File: config.mk
export PLATFORM = sky130hd
export DESIGN_NAME = instruction_decoder
export DESIGN_NICKNAME = d
export VERILOG_FILES = /design/src/rtl/instruction_decoder.sv
export SDC_FILE = /design/constraint.sdc
export NUM_CORES = 1
export LEC_CHECK = 0
export ABC_CLOCK_PERIOD_IN_PS = 1700
export BUFFER_PORTS_ARGS = -buffer_cell sky130_fd_sc_hd__buf_2
export CORE_MARGIN = 4
export CORE_UTILIZATION = 47
export DETAILED_ROUTE_END_ITERATION = 16
export PLACE_DENSITY = 0.79
export SKIP_CTS_REPAIR_TIMING = 1
export SYNTH_ARGS = -nofsm -noshare
export SYNTH_HDL_FRONTEND = slang
export SYNTH_SLANG_ARGS = --single-unit
File: constraint.sdc
create_clock -name clk -period 1.7 [get_ports clk]
set_input_delay 0.17 -clock clk [delete_from_list [all_inputs] [get_ports clk]]
set_output_delay 0.17 -clock clk [all_outputs]
set_load 0.02 [all_outputs]
File: src/rtl/instruction_decoder.sv
// instruction_decoder: latches pm_data into ir and decodes sequencer and datapath controls.
// Build option NOPC8_DETECT_EN: 8'hC8 becomes a skip-next request instead of an ALU op.
module instruction_decoder #(
    parameter int FLUSH_CYCLES = 1,
    parameter int CNT_W        = 16
) (
    input  logic             clk,
    input  logic             reset,
    input  logic [7:0]       pm_data,
    input  logic             alu_zero,
    output logic [7:0]       ir,
    output logic             jmp,
    output logic             jmp_nz,
    output logic [3:0]       jmp_addr,
    output logic             dont_jmp,
    output logic             NOPC8,
    output logic [7:0]       reg_en,
    output logic [2:0]       src_sel,
    output logic [3:0]       data_imm,
    output logic             alu_en,
    output logic             alu_y_sel,
    output logic [2:0]       alu_func,
    output logic [CNT_W-1:0] retired
);

    localparam int FC_W = (FLUSH_CYCLES > 1) ? $clog2(FLUSH_CYCLES + 1) : 1;

    typedef enum logic {
        FLUSH = 1'b0,
        RUN   = 1'b1
    } state_t;

    state_t          state;
    logic [FC_W-1:0] flush_cnt;
    logic            zf;

    logic is_imm;
    logic is_mov;
    logic is_alu;
    logic is_jmp;
    logic is_jnz;
    logic is_skip;
    logic run;

    assign run = (state == RUN);

`ifdef NOPC8_DETECT_EN
    assign is_skip = (ir == 8'hC8);
`else
    assign is_skip = 1'b0;
`endif

    assign is_imm = ~ir[7];
    assign is_mov = (ir[7:6] == 2'b10);
    assign is_alu = (ir[7:5] == 3'b110) && !is_skip;
    assign is_jmp = (ir[7:4] == 4'hE);
    assign is_jnz = (ir[7:4] == 4'hF);

    // Class predicates are mutually exclusive across all 256 codes
    always_comb begin
        jmp       = 1'b0;
        jmp_nz    = 1'b0;
        jmp_addr  = 4'h0;
        NOPC8     = 1'b0;
        reg_en    = 8'h00;
        src_sel   = 3'b000;
        data_imm  = 4'h0;
        alu_en    = 1'b0;
        alu_y_sel = 1'b0;
        alu_func  = 3'b000;
        if (run) begin
            unique case (1'b1)
                is_skip: begin
                    NOPC8 = 1'b1;
                end
                is_imm: begin
                    reg_en   = 8'h01 << ir[6:4];
                    src_sel  = 3'b111;
                    data_imm = ir[3:0];
                end
                is_mov: begin
                    reg_en  = 8'h01 << ir[5:3];
                    src_sel = ir[2:0];
                end
                is_alu: begin
                    alu_en    = 1'b1;
                    alu_y_sel = ir[4];
                    alu_func  = ir[2:0];
                end
                is_jmp: begin
                    jmp      = 1'b1;
                    jmp_addr = ir[3:0];
                end
                is_jnz: begin
                    jmp_nz   = 1'b1;
                    jmp_addr = ir[3:0];
                end
                default: begin
                end
            endcase
        end
    end

    assign dont_jmp = zf;

    always_ff @(posedge clk or posedge reset) begin
        if (reset) begin
            ir <= 8'h00;
        end else begin
            ir <= pm_data;
        end
    end

    always_ff @(posedge clk or posedge reset) begin
        if (reset) begin
            state     <= FLUSH;
            flush_cnt <= FC_W'(FLUSH_CYCLES);
        end else begin
            unique case (state)
                FLUSH: begin
                    if (flush_cnt == '0) begin
                        state <= RUN;
                    end else begin
                        flush_cnt <= flush_cnt - FC_W'(1);
                    end
                end
                RUN: begin
                    state <= RUN;
                end
                default: begin
                    state <= FLUSH;
                end
            endcase
        end
    end

    // zf captures the ALU result seen during the cycle the op sits in ir
    always_ff @(posedge clk or posedge reset) begin
        if (reset) begin
            zf <= 1'b0;
        end else if (run && alu_en) begin
            zf <= alu_zero;
        end
    end

    always_ff @(posedge clk or posedge reset) begin
        if (reset) begin
            retired <= '0;
        end else if (run && !(&retired)) begin
            retired <= retired + CNT_W'(1);
        end
    end

endmodule

* Yosys cells after proc, flatten, opt, wreduce, memory -nomap -nowiden
Cells that the tools add are included.
** Operators by class
- Shift operators :: 2
- Bitwise logic cells :: 2
- Reductions and logical operators :: 5
- Equality and inequality tests :: 4
- Muxes and demuxes :: 21
- Add/subtract/negate cells :: 2
** Operators with widths (number)
- $add A16 B1 Y16 const B :: 1
- $mux W4 :: 4
- $pmux W8 S2 :: 1
- $reduce_and A16 Y1 :: 1
- $shl A1 B3 Y8 const A :: 2
- $mux W1 :: 10
- $mux W3 :: 3
- $eq A4 B4 Y1 const B :: 2
- $mux W8 :: 1
- $pmux W3 S2 :: 1
- $eq A3 B3 Y1 const B :: 1
- $eq A2 B2 Y1 const B :: 1
- $logic_and A1 B1 Y1 :: 2
- $not A1 Y1 :: 2
- $pmux W1 S2 :: 1
- $reduce_or A2 Y1 :: 1
- $logic_not A1 Y1 :: 1
- $sub A1 B1 Y1 const B :: 1
** Word-level totals
- Logic and storage cells :: 41
- Bits in registers :: 27

* Depth between registers and ports, before layout
- Word-level depth :: 4
- Mapped depth :: 5
- Depth with buffers taken out :: 5

* Least setup slack after synthesis
Ideal clock, no wire load.
- Kind :: register to output
- Start point :: register ir[7]
- End point :: output port reg_en[1]
- Path buffers :: 1
- Required time :: 1530 ps
- Stages on the path, launching flop included :: 5
- Data arrival time :: 1609 ps
- Slack :: -79 ps
- Cells stage by stage :: dfrtp_1 buf_2 nand2_1 o21ai_0 nor4bb_1
** Between the ends
- Cells in the longest elaborated chain, start to end :: 3
** RTL lines
- start, declared :: RTL line 11 : output logic [7:0] ir,
- start signal, assigned :: RTL line 110 : ir <= pm_data;
- $eq A2 B2 Y1 or $not A1 Y1 (tied branches) :: RTL line 54, 53
- $pmux W8 S2 (*) :: RTL line 72 : unique case (1'b1)
- $mux W8 (*) :: RTL line 71 : if (run) begin
- end, declared :: RTL line 17 : output logic [7:0] reg_en,
Mark *: on every way between the ends. The rest lies on a longest branch, timed or not.

* Final worst setup path
- Start point :: register ir[6]
- End point :: output port src_sel[1]
** Between the ends
- Cells in the longest elaborated chain, start to end :: 3
** RTL lines
- $eq A2 B2 Y1 :: RTL line 54 : assign is_mov = (ir[7:6] == 2'b10);
- $pmux W3 S2 :: RTL line 72
- $mux W3 :: RTL line 71
- end, declared :: RTL line 18 : output logic [2:0] src_sel,
Every way passes these cells.

==> results.json <==
{
  "grtUsageTotal_pct": 17.02,
  "p_int_w": 0.0008545,
  "worstReg2RegStart": "retired[1]$_DFFE_PP0P_",
  "cp_num_cells": 4,
  "netlist_area_um2": 1474,
  "synth-simple-area-share_pct": 32.09,
  "setup_ws_ns": -0.0009506,
  "io_pins": 63,
  "pre_cts_ws_ns": 0.1470,
  "clkPwrFrac_pct": 22.5,
  "antenna_found_initial": 0,
  "final_nets": 237,
  "clock_latency_ns": 0.32,
  "synth_cells": 143,
  "syn_avg_cell_area_um2": 10.31,
  "power.density_nw_per_um2": 540.0,
  "critPathLaunch": "ir[6]$_DFF_PP0_",
  "r2r_slack_ns": 0.13,
  "postRouteAntennaNets": 0,
  "rsz0062_at_grt": "yes",
  "grt_pass1_wl_um": 5678,
  "yosys.area_share.xor_xnor_pct": 7.131,
  "cts.sinks": 27,
  "hpwlAfterDp_um": 2745,
  "worstPathArrival_ns": 1.53,
  "fmax_mhz": 587.9,
  "synthFlopType": "dfrtp_1",
  "peakVddDrop_v": 0.0003752,
  "fin_util_pct": 71.65,
  "synth_fa_ha_area_share_pct": 0.8489,
  "synthMuxAreaShare_pct": 2.886,
  "worstPathCellList": "buf_4 > nand2b_1 > a21boi_0 > buf_2",
  "hold_class": "in2reg",
  "numCtsBuffers": 3,
  "start_util_pct": 48.68,
  "ys_seq_area_share_pct": 45.93,
  "n_antenna_cell": 0,
  "p_sw_share_pct": 27.07,
  "routed_wl_um": 3828,
  "grt_max_degree": 17,
  "synth_seq_cells": 27,
  "endpoint_kind": "output port",
  "critPathCapture": "src_sel[1]",
  "fin_crit_ns": 1.701,
  "critPathSlowestCell": "dfrtp_2",
  "die_area_um2": 4096,
  "synth_nets": 155,
  "wl_per_cell_um": 14.28,
  "ctsRootBufferMaster": "clkbuf_4",
  "dr.pass1.iters": 4,
  "routed_via_density": 5.257,
  "tritoncts": "built",
  "synth_top_family_by_area": "simple AND/OR/NAND/NOR gates",
  "synth_edf_count": 0,
  "ff2ff_path_depth": 5,
  "drv_cap": 0,
  "setup_viol": 1,
  "leakage_nw": 1.104,
  "ctsLongestPathBuffers": 2,
  "worstPathRequired_ns": 1.53,
  "drc_errors": 0,
  "path_clk_slew_ns": 0.13,
  "worstPathMaxFanout": 10,
  "drive_gt1_share_pct": 48.66,
  "tns_ns": -0.0009506,
  "die_h_um": 64,
  "p_sw_w": 0.0003171,
  "io_buffers": 61,
  "period_share_pct": 100.1,
  "place.gp.congestion": 0.8416,
  "criticalPathCategory": "reg2out",
  "reg2reg_to": "retired[10]$_DFFE_PP0P_",
  "worst_setup_path_start_kind": "flop",
  "synth_compound_area_share_pct": 7.131,
  "cts_max_level": 1,
  "area_growth_pct": 47.20,
  "max_stage_delay_ns": 0.47,
  "combPwrFrac_pct": 19.6,
  "cp_num_buf_inv": 2,
  "async_flop_share_pct": 100.0,
  "crit_family": "flip-flops",
  "fp-row-count": 20,
  "ys_warn_count": 0,
  "core_um2": 3028,
  "hold_violations": 0,
  "seq_power_share_pct": 57.8,
  "outcome": "finished with violations",
  "slew_viol_final": 0,
  "ys_types": 40,
  "finClkSkew_ns": 0.003757,
  "violations": "setup timing",
  "grt_pass1_vias": 1326,
  "fp.dieW_um": 64,
  "grt.overflow.total": 0,
  "drt_iter0_drc": 108,
  "dr_total_vias": 1409
}
state kept, by name, summed over array words and instances, names as in the netlist:
name and count:
run 1, flush_cnt 1, ir 8, dont_jmp 1, retired 16
how the worst min path moves through the flow:
stage,startpoint,to,depth (start not counted)
finish,alu_zero,dont_jmp$_DFFE_PP0P_,2
global route,alu_zero,dont_jmp$_DFFE_PP0P_,2
CTS,reset,ir[3]$_DFF_PP0_,2
detailed placement,reset,retired[2]$_DFFE_PP0P_,2
global placement,reset,retired[2]$_DFFE_PP0P_,2
floorplan,pm_data[0],ir[0]$_DFF_PP0_,0
kinds of logic after synthesis:
group / count (synthesis)
multiplexers: 4
XOR/XNOR: 12
buffers and inverters: 12
flip-flops: 27
AO/OA/AOI/OAI: 16
other: 1
adder cells (fa/ha/maj): 1
AND/OR/NAND/NOR: 70
cell usage in the layout (no fill, tap or decap), types with 2 or more instances in the layout:
cell type and instances:
a21oi_1 3, xor2_1 2, and4_4 4, mux2i_1 2
clkbuf_4 3, inv_1 4, nand2_2 2, xnor2_1 10
nand3_1 3, dlygate4sd3_1 9, buf_2 50, nand2_1 4
nand2b_4 3, nor2_1 4, nand2b_1 7, and4_1 4
o22ai_1 3, and3b_1 2, nand4_1 6, and3_2 2
o21ai_1 2, buf_4 18, buf_6 7, and2_1 15
dfrtp_2 5, and3_1 2, nand4_2 2, dfrtp_1 21
a21boi_0 2
per-stage QoR:
stage	cells	area, um2	hold slack (ns)	power, W
floorplan	143	1483	0.2014	0.0007956
global placement	247	1868	0.2054	0.0008569
detailed placement	247	1868	0.2111	0.0008624
CTS	251	1896	-0.1526	0.001125
global route	268	2170	0.07414	0.001229
finish	268	2170	0.07872	0.001172
worst reg2reg max path, delay by kind of cell (launching register included):
family                     cells  cell delay [ns]
AOI/OAI and AO/OA              1             0.46
xor gates and xnor gates       1             0.15
adders and majority gates      1             0.23
DFF                            1             0.42
and+or+nand+nor                2             0.25
per-layer routing:
metal / GRT usage, % / part of all wire, % / vias to the layer above
li1: - / - / 665
met4: 5.391 / 2.0 / 0
met1: 18.62 / 39 / 662
met5: 0 / 0 / -
met3: 3.515 / 7.8 / 11
met2: 32.26 / 51 / 71
power by group through the flow:
stage | combinational [W] | sequential, W | clock [W]
after global routing | 0.000247 | 0.000681 | 0.000301
after floorplan | 0.0000980 | 0.000698 | 0
final | 0.000230 | 0.000678 | 0.000264
after global placement | 0.000171 | 0.000686 | 0
after detailed placement | 0.000174 | 0.000688 | 0
after CTS | 0.000174 | 0.000676 | 0.000275
cells in the mapped netlist, types with 3 or more instances:
library cell,n,share of area (%)
clkbuf_1,4,1.0
nand3_1,3,1.0
and4_1,5,3.0
a21oi_1,4,1.4
and2_1,16,6.8
nand4_1,6,2.5
inv_1,4,1.0
o22ai_1,3,1.3
xnor2_1,10,5.9
and4_4,3,2.3
nor2_1,5,1.3
a21boi_0,3,1.5
nand2b_1,10,4.2
nand2_1,5,1.3
dfrtp_1,26,44
final cells by class:
| class | count | area, um2 |
|---|---|---|
| fill | 212 | 858.3 |
| clock inverter | 1 | 5.005 |
| multi-input combinational | 104 | 814.5 |
| timing repair buffer | 85 | 574.3 |
| inverter | 4 | 15.01 |
| tap | 44 | 55.05 |
| sequential | 27 | 683.2 |
| clock buffer | 3 | 22.52 |
Power figures use the tool's default switching activity.
